**src/rtl/psc_trigger_pkg.sv**
```systemverilog
// Shared constants and types for the PSC sync-frame trigger.
// Frame bytes: sync address, sync-pulse command, 16-bit size 0x0001, checksum.
package psc_trigger_pkg;

    localparam int unsigned FRAME_LEN_DEFAULT = 5;
    localparam int unsigned FRAME_IDX_W       = $clog2(FRAME_LEN_DEFAULT);

    // Two's-complement checksum: all five bytes sum to 0 mod 256.
    localparam logic [7:0] PSC_SYNC_FRAME [FRAME_LEN_DEFAULT] =
        '{8'hFF, 8'h50, 8'h00, 8'h01, 8'hB0};

    typedef enum logic [1:0] {
        IDLE,
        START,
        DATA,
        STOP
    } psc_state_t;

    function automatic logic [7:0] frame_byte(input int unsigned idx);
        logic [7:0] b;
        if (idx < FRAME_LEN_DEFAULT) begin
            b = PSC_SYNC_FRAME[idx[FRAME_IDX_W-1:0]];
        end else begin
            b = 8'h00;
        end
        return b;
    endfunction

endpackage

```
**src/rtl/uart_tx_byte.sv**
```systemverilog
// 8N1 LSB-first byte serialiser with a registered line output.
// A start request during the last stop-bit cycle chains the next byte with no idle gap.
module uart_tx_byte
    import psc_trigger_pkg::*;
#(
    parameter int unsigned CLKS_PER_BIT = 16
) (
    input  logic       clk,
    input  logic       reset,
    input  logic       start,
    input  logic [7:0] data,
    output logic       busy,
    output logic       done,
    output logic       txd
);

    localparam int unsigned CW = (CLKS_PER_BIT > 1) ? $clog2(CLKS_PER_BIT) : 1;
    localparam logic [CW-1:0] CNT_MAX = CW'(CLKS_PER_BIT - 1);

    psc_state_t    state;
    logic [CW-1:0] cnt;
    logic [2:0]    bit_idx;
    logic [7:0]    shreg;
    logic          bit_end;

    assign bit_end = (cnt == CNT_MAX);
    assign busy    = (state != IDLE);
    assign done    = (state == STOP) && bit_end;

    always_ff @(posedge clk) begin
        if (reset) begin
            state   <= IDLE;
            cnt     <= '0;
            bit_idx <= '0;
            shreg   <= '0;
            txd     <= 1'b1;
        end else begin
            cnt <= ((state == IDLE) || bit_end) ? '0 : cnt + 1'b1;
            case (state)
                IDLE: begin
                    if (start) begin
                        state <= START;
                        shreg <= data;
                        txd   <= 1'b0;
                    end
                end
                START: begin
                    if (bit_end) begin
                        state   <= DATA;
                        bit_idx <= '0;
                        txd     <= shreg[0];
                    end
                end
                DATA: begin
                    if (bit_end) begin
                        if (bit_idx == 3'd7) begin
                            state <= STOP;
                            txd   <= 1'b1;
                        end else begin
                            bit_idx <= bit_idx + 1'b1;
                            txd     <= shreg[1];
                            shreg   <= {1'b0, shreg[7:1]};
                        end
                    end
                end
                STOP: begin
                    if (bit_end) begin
                        if (start) begin
                            state <= START;
                            shreg <= data;
                            txd   <= 1'b0;
                        end else begin
                            state <= IDLE;
                        end
                    end
                end
                default: begin
                    state <= IDLE;
                    txd   <= 1'b1;
                end
            endcase
        end
    end

endmodule

```
**src/rtl/psc_trigger.sv**
```systemverilog
// EVR trigger -> PSC sync frame: input synchroniser, rising-edge detect and byte sequencer
// driving a single uart_tx_byte. Edges arriving while a frame is in flight are dropped.
module psc_trigger
    import psc_trigger_pkg::*;
#(
    parameter int unsigned CLKS_PER_BIT = 16,
    parameter int unsigned FRAME_LEN    = FRAME_LEN_DEFAULT
) (
    input  logic clk,
    input  logic reset,
    input  logic evr_trigger,
    output logic psc_output
);

    localparam int unsigned BW = (FRAME_LEN > 1) ? $clog2(FRAME_LEN) : 1;

    logic          s1, s2, s3;
    logic          rise_q;
    logic          active;
    logic [BW-1:0] byte_idx;
    logic [BW-1:0] nxt_idx;
    logic          launch, last, next_byte, start;
    logic [7:0]    tx_data;
    logic          busy, done;

    // rise_q adds one stage so the start bit appears three edges after first sampling.
    always_ff @(posedge clk) begin
        if (reset) begin
            s1       <= 1'b0;
            s2       <= 1'b0;
            s3       <= 1'b0;
            rise_q   <= 1'b0;
            active   <= 1'b0;
            byte_idx <= '0;
        end else begin
            s1     <= evr_trigger;
            s2     <= s1;
            s3     <= s2;
            rise_q <= s2 & ~s3;
            if (launch) begin
                active   <= 1'b1;
                byte_idx <= '0;
            end else if (done) begin
                if (last) begin
                    active   <= 1'b0;
                    byte_idx <= '0;
                end else begin
                    byte_idx <= nxt_idx;
                end
            end
        end
    end

    // Next byte is requested combinationally alongside done so bytes abut exactly.
    always_comb begin
        nxt_idx   = byte_idx + 1'b1;
        launch    = ~active & ~busy & rise_q;
        last      = (byte_idx == BW'(FRAME_LEN - 1));
        next_byte = done & ~last;
        start     = launch | next_byte;
        tx_data   = next_byte ? frame_byte(32'(nxt_idx)) : frame_byte(0);
    end

    uart_tx_byte #(
        .CLKS_PER_BIT(CLKS_PER_BIT)
    ) u_tx (
        .clk  (clk),
        .reset(reset),
        .start(start),
        .data (tx_data),
        .busy (busy),
        .done (done),
        .txd  (psc_output)
    );

endmodule

```
**config.mk**
```make
export PLATFORM = sky130hd
export DESIGN_NAME = psc_trigger
export DESIGN_NICKNAME = d
export VERILOG_FILES = /design/src/rtl/psc_trigger_pkg.sv /design/src/rtl/uart_tx_byte.sv /design/src/rtl/psc_trigger.sv
export SDC_FILE = /design/constraint.sdc
export NUM_CORES = 1
export LEC_CHECK = 0
export ABC_AREA = 1
export ABC_CLOCK_PERIOD_IN_PS = 2350
export CAP_MARGIN = 10
export CELL_PAD_IN_SITES_DETAIL_PLACEMENT = 1
export CELL_PAD_IN_SITES_GLOBAL_PLACEMENT = 1
export CORE_UTILIZATION = 50
export CTS_BUF_LIST = sky130_fd_sc_hd__clkbuf_8
export DETAILED_ROUTE_END_ITERATION = 7
export GPL_ROUTABILITY_DRIVEN = 0
export HOLD_SLACK_MARGIN = 0.02
export PLACE_DENSITY_LB_ADDON = 0.12
export SLEW_MARGIN = 10
export SYNTH_ARGS = -nofsm -noshare
export SYNTH_HDL_FRONTEND = slang
export SYNTH_SLANG_ARGS = --single-unit
```
**constraint.sdc**
```tcl
create_clock -name clk -period 2.35 [get_ports clk]
set_input_delay 0.705 -clock clk [delete_from_list [all_inputs] [get_ports clk]]
set_output_delay 0.705 -clock clk [all_outputs]
set_load 0.1 [all_outputs]
```
==> impl_metrics.csv <==
group,metric,value,unit
timing,rsz0062_at_grt,"no",
detailed_routing,vias_per_cell,5.34,
detailed_routing,wl_per_cell,14.3,microns
detailed_routing,route.detailed.drc,0,
clock_tree,cts_inserted_buffers,3,
setup_path,critical_path_arrival,2310,ps
power_and_ir_drop,peakVddDrop,728,uV
job,max_cap_violations,0,
clock_tree,clock_sink_count,26,
timing,drv_slew,0,
timing,clock.fmax,466,MHz
timing,post-route-worst-setup-slack,206,ps
power_and_ir_drop,p_leak,0.624,nW
timing,tightestPinTransition,440,ps
placed_design,dp.cells,212,
floorplan,dieWidth,54.1,microns
power_and_ir_drop,p_comb_frac,0.465,
setup_path,worstSetupStartpointType,"flip-flop",
min_path,hp-class,"flip-flop to flip-flop",
grt,grt_pass1_vias,1104,
timing,finalSetupViolations,0,
synth,syn_nets,195,
synth,synth.cell_area,1360,sq um
clock_tree,path_clk_slew,80,ps
synth,ys_warn_count,0,
clock_tree,cts-root-buf,"clkbuf_8",
finish,fillCellCount,340,
detailed_routing,drtIter0Drc,14,
finish,area_growth,6.91,%
finish,final_common_cell,"nand2_1",
setup_path,worstPathRequired,2520,ps
grt,grt_overflow_total,0,
clock_tree,cts_tree,"built",
synth,ys_ff_latch,26,
clock_tree,post_cts_buffers,0,
finish,drive_above_1_share,0.108,
finish,multi_input_area,731,sq um
finish,final_nets,201,
power_and_ir_drop,intPower,0.864,mW
timing,finClkSkew,4.86,ps
timing,min_period_over_period,0.912,
detailed_routing,drt-pass1-iter-count,4,
timing,fin_hold_ws,409,ps
power_and_ir_drop,p_switching,0.699,mW
timing,fin_setup_tns,0,ps
floorplan,core_area,2520,sq um
synth,netlist-cell-type-count,29,
clock_tree,cts_buffer_depth,2,
setup_path,critPathKind,"flip-flop to flip-flop",
synth,synth_sequential_area_ratio,0.383,
floorplan,initial_core_util,0.539,
detailed_routing,via_count,1149,
setup_path,end_kind,"flip-flop",
timing,min_period,2140,ps
synth,synth_area_per_cell,7.51,sq um
placed_design,pre_cts_slack,235,ps
power_and_ir_drop,power_density,1080,nW/um^2
floorplan,rows,18,
run_status,outcome,"complete, no violations",
grt,grt_usage,0.242,
finish,fin_cells,215,
finish,final_cell_mix,"nand2_1, dfxtp_1, nor2_1, inv_1, ha_1",
timing,max_slew_margin,0.707,
floorplan,fp.dieArea,2930,sq um
power_and_ir_drop,p_sw_frac,0.447,
detailed_routing,ant_nets,0,
setup_path,cp_max_fo,11,
power_and_ir_drop,clkPwrFrac,0.163,
power_and_ir_drop,p_seq_frac,0.372,
clock_tree,insertion_delay,270,ps
placed_design,dp_hpwl,2.29,mm
floorplan,dieHeight,54.1,microns
grt,antenna_found_initial,0,
finish,diodes,0,
clock_tree,ctsHtreeMaxLevel,1,
finish,seqCellArea,520,sq um
timing,hold_viol,0,
placed_design,io_buffers,3,
detailed_routing,drt-total-wl,3.07,mm
setup_path,reg2reg_setup_slack,210,ps
clock_tree,ctsResizeCount,0,
synth,synth_cells,181,
grt,grt_pass1_wl,4.98,mm
grt,grt_max_degree,14,
clock_tree,cts.hold.buffers_added,0,
floorplan,io_pins,4,
-- Yosys cell counts, drive strengths merged --
cell type / instances / area share
xnor2: 1 / 0.0064
nand3: 12 / 0.057
dfxtp: 26 / 0.38
buf: 3 / 0.015
o21ai: 15 / 0.055
a21oi: 12 / 0.061
nor3b: 1 / 0.0055
a211oi: 1 / 0.0055
o21a: 1 / 0.0055
nor3: 1 / 0.0037
nor2: 23 / 0.071
o211a: 1 / 0.0074
ha: 11 / 0.10
o21bai: 1 / 0.0055
clkinv: 2 / 0.0092
nand2: 48 / 0.14
nand4: 2 / 0.0092
inv: 20 / 0.055
-- power groups by stage --
stage / combinational (mW) / clock [mW] / sequential (mW)
3_5_place_dp: 0.717 / 0 / 0.590
6_report: 0.726 / 0.255 / 0.582
3_3_place_gp: 0.669 / 0 / 0.583
5_1_grt: 0.806 / 0.276 / 0.590
2_1_floorplan: 0.524 / 0 / 0.629
4_1_cts: 0.728 / 0.260 / 0.582
-- worst max-delay path: stages (launching register included) --
cell and delay, ps:
dfxtp_1 370, inv_1 110, ha_1 430, inv_1 300, nand2_1 180, nand2_1 70, nand2_1 110, nor2_2 60
nand2_1 100, clkinv_1 100, nor2_1 130, nor2_1 80
-- worst paths after layout --
path | from | to | cells past startpoint
worst max-delay path | u_tx.state[0] | u_tx.state[1] | 11
worst min-delay path | s1 | s2 | 2
worst max register to register | u_tx.state[0] | u_tx.state[1] | 11
worst min register to register | s1 | s2 | 2
-- layout make-up --
class                           instances  share of cell area
Multi-Input combinational cell        130               0.503
Sequential cell                        26               0.358
Inverter                               22              0.0603
Clock buffer                            3              0.0284
Tap cell                               30              0.0258
Timing Repair Buffer                    4              0.0241
-- logic make-up after synthesis --
kind of cell	Yosys count	synth area share
AOI/OAI and AO/OA	31	0.140
xor gates and xnor gates	1	0.00645
adders and majority gates	11	0.101
buffers and inverters	25	0.0792
DFF	26	0.383
and+or+nand+nor	87	0.290
-- layer usage --
metal  track usage  up-vias  part of all wire
li1              -      589                 -
met1         0.296      541              0.46
met2         0.417       14              0.50
met3        0.0452        5             0.025
met4        0.0855        0             0.012
met5             0        -                 0
-- state kept, by name, summed over array words and instances, names as in the netlist --
register      cells
u_tx.cnt          4
s1                1
u_tx.state        2
rise_q            1
u_tx.txd          1
s3                1
active            1
byte_idx          3
u_tx.bit_idx      3
s2                1
u_tx.shreg        8
-- stage by stage --
step	power, mW	cell area (sq um)	util
6_report	1.56	1450	0.576
5_1_grt	1.67	1450	0.576
4_1_cts	1.57	1450	0.576
3_5_place_dp	1.31	1410	0.560
3_3_place_gp	1.25	1410	0.560
2_1_floorplan	1.15	1360	-
Power figures use the tool's default switching activity.
